File: config.mk
export PLATFORM = sky130hd
export DESIGN_NAME = morse_encoder_flat
export DESIGN_NICKNAME = d
export VERILOG_FILES = /design/src/rtl/morse_encoder_if.sv /design/src/rtl/morse_encoder.sv /design/src/flat_wrapper.sv
export SDC_FILE = /design/constraint.sdc
export NUM_CORES = 1
export LEC_CHECK = 0
export CAP_MARGIN = 20
export CORE_UTILIZATION = 40
export CTS_CLUSTER_DIAMETER = 80
export DETAILED_ROUTE_END_ITERATION = 6
export DONT_BUFFER_PORTS = 1
export HOLD_SLACK_MARGIN = 0.03
export MAX_ROUTING_LAYER = met4
export PLACE_DENSITY = 0.63
export SYNTH_ARGS = -nofsm -noshare
export SYNTH_HDL_FRONTEND = slang
export SYNTH_SLANG_ARGS = --single-unit
File: constraint.sdc
create_clock -name clk -period 2.8 [get_ports clk]
set_input_delay 0.7 -clock clk [delete_from_list [all_inputs] [get_ports clk]]
set_output_delay 0.7 -clock clk [all_outputs]
set_load 0.02 [all_outputs]
File: src/rtl/morse_encoder_if.sv
// Character channel into the Morse encoder: one ASCII byte per valid/ready handshake.
`timescale 1ns/1ps
interface morse_encoder_if;
  logic [7:0] char_in;
  logic       char_valid;
  logic       char_ready;

  modport master (output char_in, output char_valid, input char_ready);
  modport slave  (input char_in, input char_valid, output char_ready);
endinterface

File: src/rtl/morse_encoder.sv
// ASCII-to-Morse encoder that emits one-cycle dot/dash/char_space/word_space strobes.
// Optional macro MORSE_LOWER_EN folds lower-case a-z onto A-Z before lookup.
`timescale 1ns/1ps
module morse_encoder #(
  parameter int UNIT_CYCLES = 4
) (
  input  logic             clk,
  input  logic             rst,
  morse_encoder_if.slave   chr,
  output logic             dot_inp,
  output logic             dash_inp,
  output logic             char_space_inp,
  output logic             word_space_inp,
  output logic             err_out,
  output logic             busy
);

  localparam int CNT_W = (UNIT_CYCLES < 2) ? 1 : $clog2(UNIT_CYCLES + 1);
  localparam logic [CNT_W-1:0] GAP_LAST  = CNT_W'(UNIT_CYCLES - 1);
  localparam logic [CNT_W-1:0] GAP2_LAST = CNT_W'(UNIT_CYCLES);

  typedef enum logic [2:0] {IDLE, SYM, GAP, CSP, WSP, GAP2, ERR} state_e;

  typedef struct packed {
    logic       sup;
    logic       space;
    logic [2:0] len;
    logic [4:0] pat;
  } code_t;

  // pat is right-aligned: bit len-1 goes out first, 1 = dash
  function automatic code_t lookup(input logic [7:0] c);
    code_t      r;
    logic [7:0] ch;
    ch = c;
`ifdef MORSE_LOWER_EN
    if (c >= 8'h61 && c <= 8'h7A) begin
      ch = c - 8'h20;
    end else begin
      ch = c;
    end
`endif
    r.sup   = 1'b1;
    r.space = 1'b0;
    r.len   = 3'd0;
    r.pat   = 5'b00000;
    case (ch)
      8'h41: {r.len, r.pat} = {3'd2, 5'b00001};
      8'h42: {r.len, r.pat} = {3'd4, 5'b01000};
      8'h43: {r.len, r.pat} = {3'd4, 5'b01010};
      8'h44: {r.len, r.pat} = {3'd3, 5'b00100};
      8'h45: {r.len, r.pat} = {3'd1, 5'b00000};
      8'h46: {r.len, r.pat} = {3'd4, 5'b00010};
      8'h47: {r.len, r.pat} = {3'd3, 5'b00110};
      8'h48: {r.len, r.pat} = {3'd4, 5'b00000};
      8'h49: {r.len, r.pat} = {3'd2, 5'b00000};
      8'h4A: {r.len, r.pat} = {3'd4, 5'b00111};
      8'h4B: {r.len, r.pat} = {3'd3, 5'b00101};
      8'h4C: {r.len, r.pat} = {3'd4, 5'b00100};
      8'h4D: {r.len, r.pat} = {3'd2, 5'b00011};
      8'h4E: {r.len, r.pat} = {3'd2, 5'b00010};
      8'h4F: {r.len, r.pat} = {3'd3, 5'b00111};
      8'h50: {r.len, r.pat} = {3'd4, 5'b00110};
      8'h51: {r.len, r.pat} = {3'd4, 5'b01101};
      8'h52: {r.len, r.pat} = {3'd3, 5'b00010};
      8'h53: {r.len, r.pat} = {3'd3, 5'b00000};
      8'h54: {r.len, r.pat} = {3'd1, 5'b00001};
      8'h55: {r.len, r.pat} = {3'd3, 5'b00001};
      8'h56: {r.len, r.pat} = {3'd4, 5'b00001};
      8'h57: {r.len, r.pat} = {3'd3, 5'b00011};
      8'h58: {r.len, r.pat} = {3'd4, 5'b01001};
      8'h59: {r.len, r.pat} = {3'd4, 5'b01011};
      8'h5A: {r.len, r.pat} = {3'd4, 5'b01100};
      8'h30: {r.len, r.pat} = {3'd5, 5'b11111};
      8'h31: {r.len, r.pat} = {3'd5, 5'b01111};
      8'h32: {r.len, r.pat} = {3'd5, 5'b00111};
      8'h33: {r.len, r.pat} = {3'd5, 5'b00011};
      8'h34: {r.len, r.pat} = {3'd5, 5'b00001};
      8'h35: {r.len, r.pat} = {3'd5, 5'b00000};
      8'h36: {r.len, r.pat} = {3'd5, 5'b10000};
      8'h37: {r.len, r.pat} = {3'd5, 5'b11000};
      8'h38: {r.len, r.pat} = {3'd5, 5'b11100};
      8'h39: {r.len, r.pat} = {3'd5, 5'b11110};
      8'h20: r.space = 1'b1;
      default: r.sup = 1'b0;
    endcase
    return r;
  endfunction

  state_e           state_q, state_d;
  logic [CNT_W-1:0] cnt_q, cnt_d;
  logic [2:0]       idx_q, idx_d;
  logic [4:0]       pat_q, pat_d;
  logic             dot_q, dot_d;
  logic             dash_q, dash_d;
  logic             csp_q, csp_d;
  logic             wsp_q, wsp_d;
  logic             err_q, err_d;
  code_t            lut_s;

  assign lut_s          = lookup(chr.char_in);
  assign chr.char_ready = (state_q == IDLE);
  assign busy           = (state_q != IDLE);
  assign dot_inp        = dot_q;
  assign dash_inp       = dash_q;
  assign char_space_inp = csp_q;
  assign word_space_inp = wsp_q;
  assign err_out        = err_q;

  // Next-state and strobe decode; strobes are registered so they appear one cycle after the state
  always_comb begin
    state_d = state_q;
    cnt_d   = cnt_q;
    idx_d   = idx_q;
    pat_d   = pat_q;
    dot_d   = 1'b0;
    dash_d  = 1'b0;
    csp_d   = 1'b0;
    wsp_d   = 1'b0;
    err_d   = 1'b0;
    case (state_q)
      IDLE: begin
        cnt_d = '0;
        if (chr.char_valid) begin
          if (lut_s.space) begin
            state_d = WSP;
          end else if (lut_s.sup) begin
            pat_d   = lut_s.pat;
            idx_d   = lut_s.len - 3'd1;
            state_d = SYM;
          end else begin
            state_d = ERR;
          end
        end else begin
          state_d = IDLE;
        end
      end
      SYM: begin
        dash_d  = pat_q[idx_q];
        dot_d   = ~pat_q[idx_q];
        cnt_d   = '0;
        state_d = GAP;
      end
      GAP: begin
        if (cnt_q == GAP_LAST) begin
          cnt_d = '0;
          if (idx_q == 3'd0) begin
            state_d = CSP;
          end else begin
            idx_d   = idx_q - 3'd1;
            state_d = SYM;
          end
        end else begin
          cnt_d = cnt_q + CNT_W'(1);
        end
      end
      CSP: begin
        csp_d   = 1'b1;
        cnt_d   = '0;
        state_d = GAP2;
      end
      WSP: begin
        wsp_d   = 1'b1;
        cnt_d   = '0;
        state_d = GAP2;
      end
      // one extra count here covers the registered-output cycle of the final strobe
      GAP2: begin
        if (cnt_q == GAP2_LAST) begin
          cnt_d   = '0;
          state_d = IDLE;
        end else begin
          cnt_d = cnt_q + CNT_W'(1);
        end
      end
      ERR: begin
        err_d = (cnt_q == '0);
        if (cnt_q == CNT_W'(1)) begin
          cnt_d   = '0;
          state_d = IDLE;
        end else begin
          cnt_d = cnt_q + CNT_W'(1);
        end
      end
      default: begin
        cnt_d   = '0;
        state_d = IDLE;
      end
    endcase
  end

  // State, counters and registered strobes; reset discards any in-flight character
  always_ff @(posedge clk or negedge rst) begin
    if (!rst) begin
      state_q <= IDLE;
      cnt_q   <= '0;
      idx_q   <= 3'd0;
      pat_q   <= 5'b00000;
      dot_q   <= 1'b0;
      dash_q  <= 1'b0;
      csp_q   <= 1'b0;
      wsp_q   <= 1'b0;
      err_q   <= 1'b0;
    end else begin
      state_q <= state_d;
      cnt_q   <= cnt_d;
      idx_q   <= idx_d;
      pat_q   <= pat_d;
      dot_q   <= dot_d;
      dash_q  <= dash_d;
      csp_q   <= csp_d;
      wsp_q   <= wsp_d;
      err_q   <= err_d;
    end
  end

endmodule

File: src/flat_wrapper.sv
// flat-port wrapper written by rule: the top's interface ports become plain ports
module morse_encoder_flat 
#(
  parameter int UNIT_CYCLES = 4
)
  (clk, rst, dot_inp, dash_inp, char_space_inp, word_space_inp, err_out, busy, chr_char_in, chr_char_valid, chr_char_ready);
  morse_encoder_if chr_i ();
  input  logic clk;
  input  logic rst;
  output logic dot_inp;
  output logic dash_inp;
  output logic char_space_inp;
  output logic word_space_inp;
  output logic err_out;
  output logic busy;
  input wire logic [$bits(chr_i.char_in)-1:0] chr_char_in;
  input wire logic [$bits(chr_i.char_valid)-1:0] chr_char_valid;
  output wire logic [$bits(chr_i.char_ready)-1:0] chr_char_ready;
  assign chr_i.char_in = chr_char_in;
  assign chr_i.char_valid = chr_char_valid;
  assign chr_char_ready = chr_i.char_ready;
  morse_encoder #(.UNIT_CYCLES(UNIT_CYCLES)) u_core (.clk(clk), .rst(rst), .chr(chr_i), .dot_inp(dot_inp), .dash_inp(dash_inp), .char_space_inp(char_space_inp), .word_space_inp(word_space_inp), .err_out(err_out), .busy(busy));
endmodule
# Yosys cells after proc, flatten, opt, wreduce, memory -nomap -nowiden
# Index checks and enable logic that the tools add are counted.
# totals
ff_bits,19
input_bits,11
out_inout_bits,7
# classes
add_sub_neg,3
magnitude_cmp,1
eq_ne,53
muxes,28
n_bitwise,2
n_reduce_logical,10
# ops
op,count
8-bit one-hot mux with 36 select lines,1
"8-bit by 7-bit == test with 1-bit output, second input constant",26
"8-bit by 6-bit == test with 1-bit output, second input constant",11
3-bit 2-to-1 mux,14
37-bit OR reduction,1
3-bit one-hot mux with 6 select lines,1
"3-bit == test, second input constant",4
"3-bit by 2-bit == test with 1-bit output, second input constant",3
3-bit zero test,3
3-bit one-hot mux with 3 select lines,1
1-bit 2-to-1 mux,8
"2-bit by 1-bit inequality test with 1-bit output, second input constant",4
"3-bit by 1-bit == test with 1-bit output, second input constant",2
"2-bit inequality test, second input constant",3
3-bit one-hot mux with 2 select lines,1
6-bit AND reduction,1
"3-bit by 1-bit subtractor with 3-bit output, second input constant",2
"3-bit by 4-bit less-than comparator with 1-bit output, second input constant",1
4-bit AND reduction,1
"3-bit by 1-bit adder with 3-bit output, second input constant",1
1-bit binary-select mux with 3-bit select,1
3-bit AND reduction,1
3-bit nonzero test,1
2-bit 2-to-1 mux,1
3 further kinds,4

# Longest topological paths before layout
# depth
depth_word,7
ltp_mapped,12
depth_no_buf,10

# Worst setup path after synthesis
# Ideal clock, no wire load.
# synth_path
path_kind,input -> register
start,in chr_char_in[7]
end,reg u_core.idx_q[2]
setup_time_ns,0.076
arrival_time_ns,2.572
setup_slack_ns,0.152
stages,8
n_path_buf,1
cell_sequence,or3b_1 buf_6 or4_1 o211ai_1 o32ai_1 ha_1 mux2_1 o21ai_1
# synth_between
elab_chain_len,7
# synth_rtl
item,line_no,source
start: declaration,flat_wrapper.sv:16,input wire logic [$bits(chr_i.char_in)-1:0] chr_char_in;
8-bit by 6-bit == test with 1-bit output / 8-bit by 7-bit == test with 1-bit output (equally long branches),morse_encoder.sv:47,case (ch)
8-bit one-hot mux with 36 select lines,morse_encoder.sv:47,
3-bit by 1-bit subtractor with 3-bit output,morse_encoder.sv:129,idx_d = lut_s.len - 3'd1;
3-bit 2-to-1 mux,morse_encoder.sv:127,end else if (lut_s.sup) begin
3-bit 2-to-1 mux,morse_encoder.sv:125,if (lut_s.space) begin
3-bit 2-to-1 mux,morse_encoder.sv:124,if (chr.char_valid) begin
3-bit one-hot mux with 2 select lines,morse_encoder.sv:121,case (state_q)
end signal: assignment,morse_encoder.sv:207,idx_q <= idx_d;
end: declaration,morse_encoder.sv:92,"logic [2:0] idx_q, idx_d;"
# Parallel ways exist; a longest one is shown, timed or not. The select of a mux whose other input is x is not followed.
# A chain may end at the register's enable or synchronous reset.

# Final worst setup path
# Ends and elaborated chain as after synthesis.

==> metrics.md <==
| Metric | Value |
|---|---|
| Crit Path Max Fanout | 6 |
| Die height | slightly below 70 um |
| Die width | 67.2 um |
| Crit path max-delay family | simple AND/OR/NAND/NOR gates |
| Cell area power density | 610 nW/um2 |
| CTS tree | built |
| Root Buffer | clkbuf_8 |
| Final setup violation count | 0 |
| Crit end category | flop |
| Antenna cells | 0 |
| Vias in the first global route | between 1000 and 1500 |
| Post-synth EDFFs | 0 |
| Commonest cells in the netlist | dfrtp_1 (19), nand2_1 (19), inv_1 (13), nor2_1 (12), a21oi_1 (11) |
| Synthesized flop and latch total | 19 |
| Hold-fix buffers, CTS | 0 |
| Initial antenna violation count | 0 |
| Clock Skews | 0.00259 ns |
| First-pass GRT wire length | approximately 6800 um |
| Area growth from synthesis to layout | 3.75% |
| Gr ovfl total | 0 |
| PostCTS Resize Cnt | 0 |
| Sequential cell area fraction in the yosys report | around 28% |
| DP Worst Slack | between 0.2 and 0.25 ns |
| Die area | 4520 um2 |
| Final WS setup | 0.473 ns |
| Slew HR | 65.2% |
| Reg clk slew, reported paths | 0.07 ns |
| Clock latency on the worst-skew pair | 0.26 ns |
| Lkg Pwr | 0.716 nW |
| Worst path slowest cell | or4_1 |
| Synth unique cells | 61 |
| Fin. max-slew vios | 0 |
| TritonRoute pass-1 iters | 4 |
| Status | finished, final reports clean |
| Area leader, netlist | dfrtp_1 |
| FFs w/ async S/R, synth | 100% |
| RSZ-0062 raised after global routing | no |
| Via count | 1526 |
| Top FF cell, synth | dfrtp_1 |
| GR Util All Layers | 20.5% |
| Crit path DAT | 2.51 ns |
| Avg Cell Area, Syn | approximately 8.4 um2 |
| Top post-synthesis cells by area | dfrtp_1 (28%), ha_1 (4.4%), nand2_1 (4.2%), a21oi_1 (3.2%), nand2b_1 (2.9%) |
| Initial Util | a little over two fifths |
| Yosys top cell area share | ~28% |
| CP peak stage delay | roughly 0.50 ns |
| FMAX | between 400 and 500 MHz |
| Synth warn | 0 |
| Mapped Area | 1700 um2 |
| Critical path cell sequence | or3b_1 > or4_1 > o211ai_1 > o32ai_1 > ha_1 > mux2_1 > o21ai_1 |
| Nets | 215 |
| Floorplan row count | 23 |
| H-tree depth | 1 |
| Synth Net Count | 219 |
| Buffers on Ports | 0 |
| # IOs | 18 |
| Worst hold path class | in2async |
| Worst ir drop on vdd | 0.318 mV |
| Critical path buffers and inverters | 0 |
| Required time worst endpoint | 2.99 ns |
| Core box area | roughly 4100 um2 |
| Postcts setup bufs | 0 |
| DRT iter0 DRCs | 120 |
| Tightest Pin Transition | 0.514 ns |
| Fraction of layout cells with a size suffix above 1 | 11.2% |
| Critical Path Start Type | input pin |
| Final hold viol count | 0 |
| Period utilization | between 80 and 90% |
| GP Congestion | around 0.90 |
| CTS Sinks | 19 |
| Largest net degree at the start of global routing | 24 |
| WS Path Type | in2reg |
| Min Tclk post-route | 2.33 ns |
| Vias/cell | between 6 and 7 |
| Post-DP HPWL | 2850 um |
| Clock Path Buffers | 2 |
| Max Cap Viol | 0 |
| Post-route antenna net violation count | 0 |
| Drc violations | 0 |
| Routed len/inst | 15.7 um |
| Gate Count Post-Synth | 202 |
| Sum Neg Setup Slack | 0 ns |
| Total Wirelength | 3880 um |
| CTS buffer count | 3 |
-- cell type report --
type / count / area (um2)
inverters: 13 / 48.8
fillers: 414 / 2290
repair buffers: 4 / 30.0
well taps: 50 / 62.6
multi-input cells: 157 / 1100
clock buffers: 3 / 41.3
clock inverters: 1 / 5.00
flip-flops and latches: 19 / 475
-- routing by layer --
metal / GRT usage (%) / vias to the layer above / part of all wire [%]
met5: - / - / 0
met4: 4.79 / 0 / 1.1
met3: 3.55 / 5 / 6.2
met2: 27.8 / 54 / 43
met1: 30.8 / 717 / 49
li1: - / 750 / -
-- kinds of logic (layout without fill, tap and decap cells) --
group                      Yosys count  in the layout  synth area share [%]
DFF                                 19             19                  27.9
muxes                                7              7                  4.41
adders and majority gates            6              6                  4.41
buffers and inverters               26             21                  7.27
and+or+nand+nor                     80             80                  26.2
AOI/OAI and AO/OA                   64             64                  29.8
-- flip-flops by register name (all words and copies together), names as in the netlist --
signal                 cells
u_core.pat_q               5
u_core.cnt_q               3
u_core.idx_q               3
u_core.state_q             3
u_core.char_space_inp      1
u_core.dash_inp            1
u_core.dot_inp             1
u_core.err_out             1
u_core.word_space_inp      1
-- where the power goes --
group          leakage (nW)  total (mW)  switching (mW)  internal [mW]
registers             0.246       0.478           0.128          0.350
logic                 0.444       0.409           0.224          0.185
clock network        0.0255       0.191          0.0921         0.0990
-- layout by cell type (no fill, tap or decap), types with 2 or more instances in the layout --
cell,n
inv_1,13
nand3_1,5
dfrtp_1,19
nor2_1,12
o221ai_1,3
clkbuf_8,3
nor2b_1,6
nor3_1,6
a32oi_1,2
o32ai_1,2
mux2i_1,3
a22oi_1,4
o21ai_0,7
nor4b_1,2
a2bb2oi_1,4
nand2b_1,8
nor4_1,4
mux2_2,3
buf_4,4
a32o_1,2
and2_1,2
o22ai_1,2
a31oi_1,3
o21ai_1,6
a211oi_1,2
a21oi_1,11
nor3b_1,4
nand2_1,19
ha_1,6
-- worst paths after layout --
path                                    from               endpoint  slack, ns  cells after the start
setup / recovery              chr_char_in[7]        u_core.idx_q[2]       0.47                      7
hold / removal                           rst  u_core.char_space_inp       0.13                      0
setup reg to reg           u_core.state_q[0]        u_core.idx_q[2]       0.54                      8
hold reg to reg              u_core.pat_q[3]        u_core.pat_q[3]       0.49                      2
max in group asynchronous                rst      u_core.state_q[1]       2.60                      0
min in group clk             u_core.pat_q[3]        u_core.pat_q[3]       0.49                      2
-- metrics by stage --
step           power, mW  hold WS, ns  cell area [um2]  util [%]  cells
6_report            1.08        0.129             1770      43.5    247
5_1_grt             1.19        0.108             1770      43.5    247
2_1_floorplan      0.813        0.404             1700         -    202
3_3_place_gp       0.888        0.405             1720      42.4    243
4_1_cts             1.09        0.120             1770      43.5    247
3_5_place_dp       0.889        0.405             1720      42.4    243
Note: power is estimated with default switching activity, not from simulation.
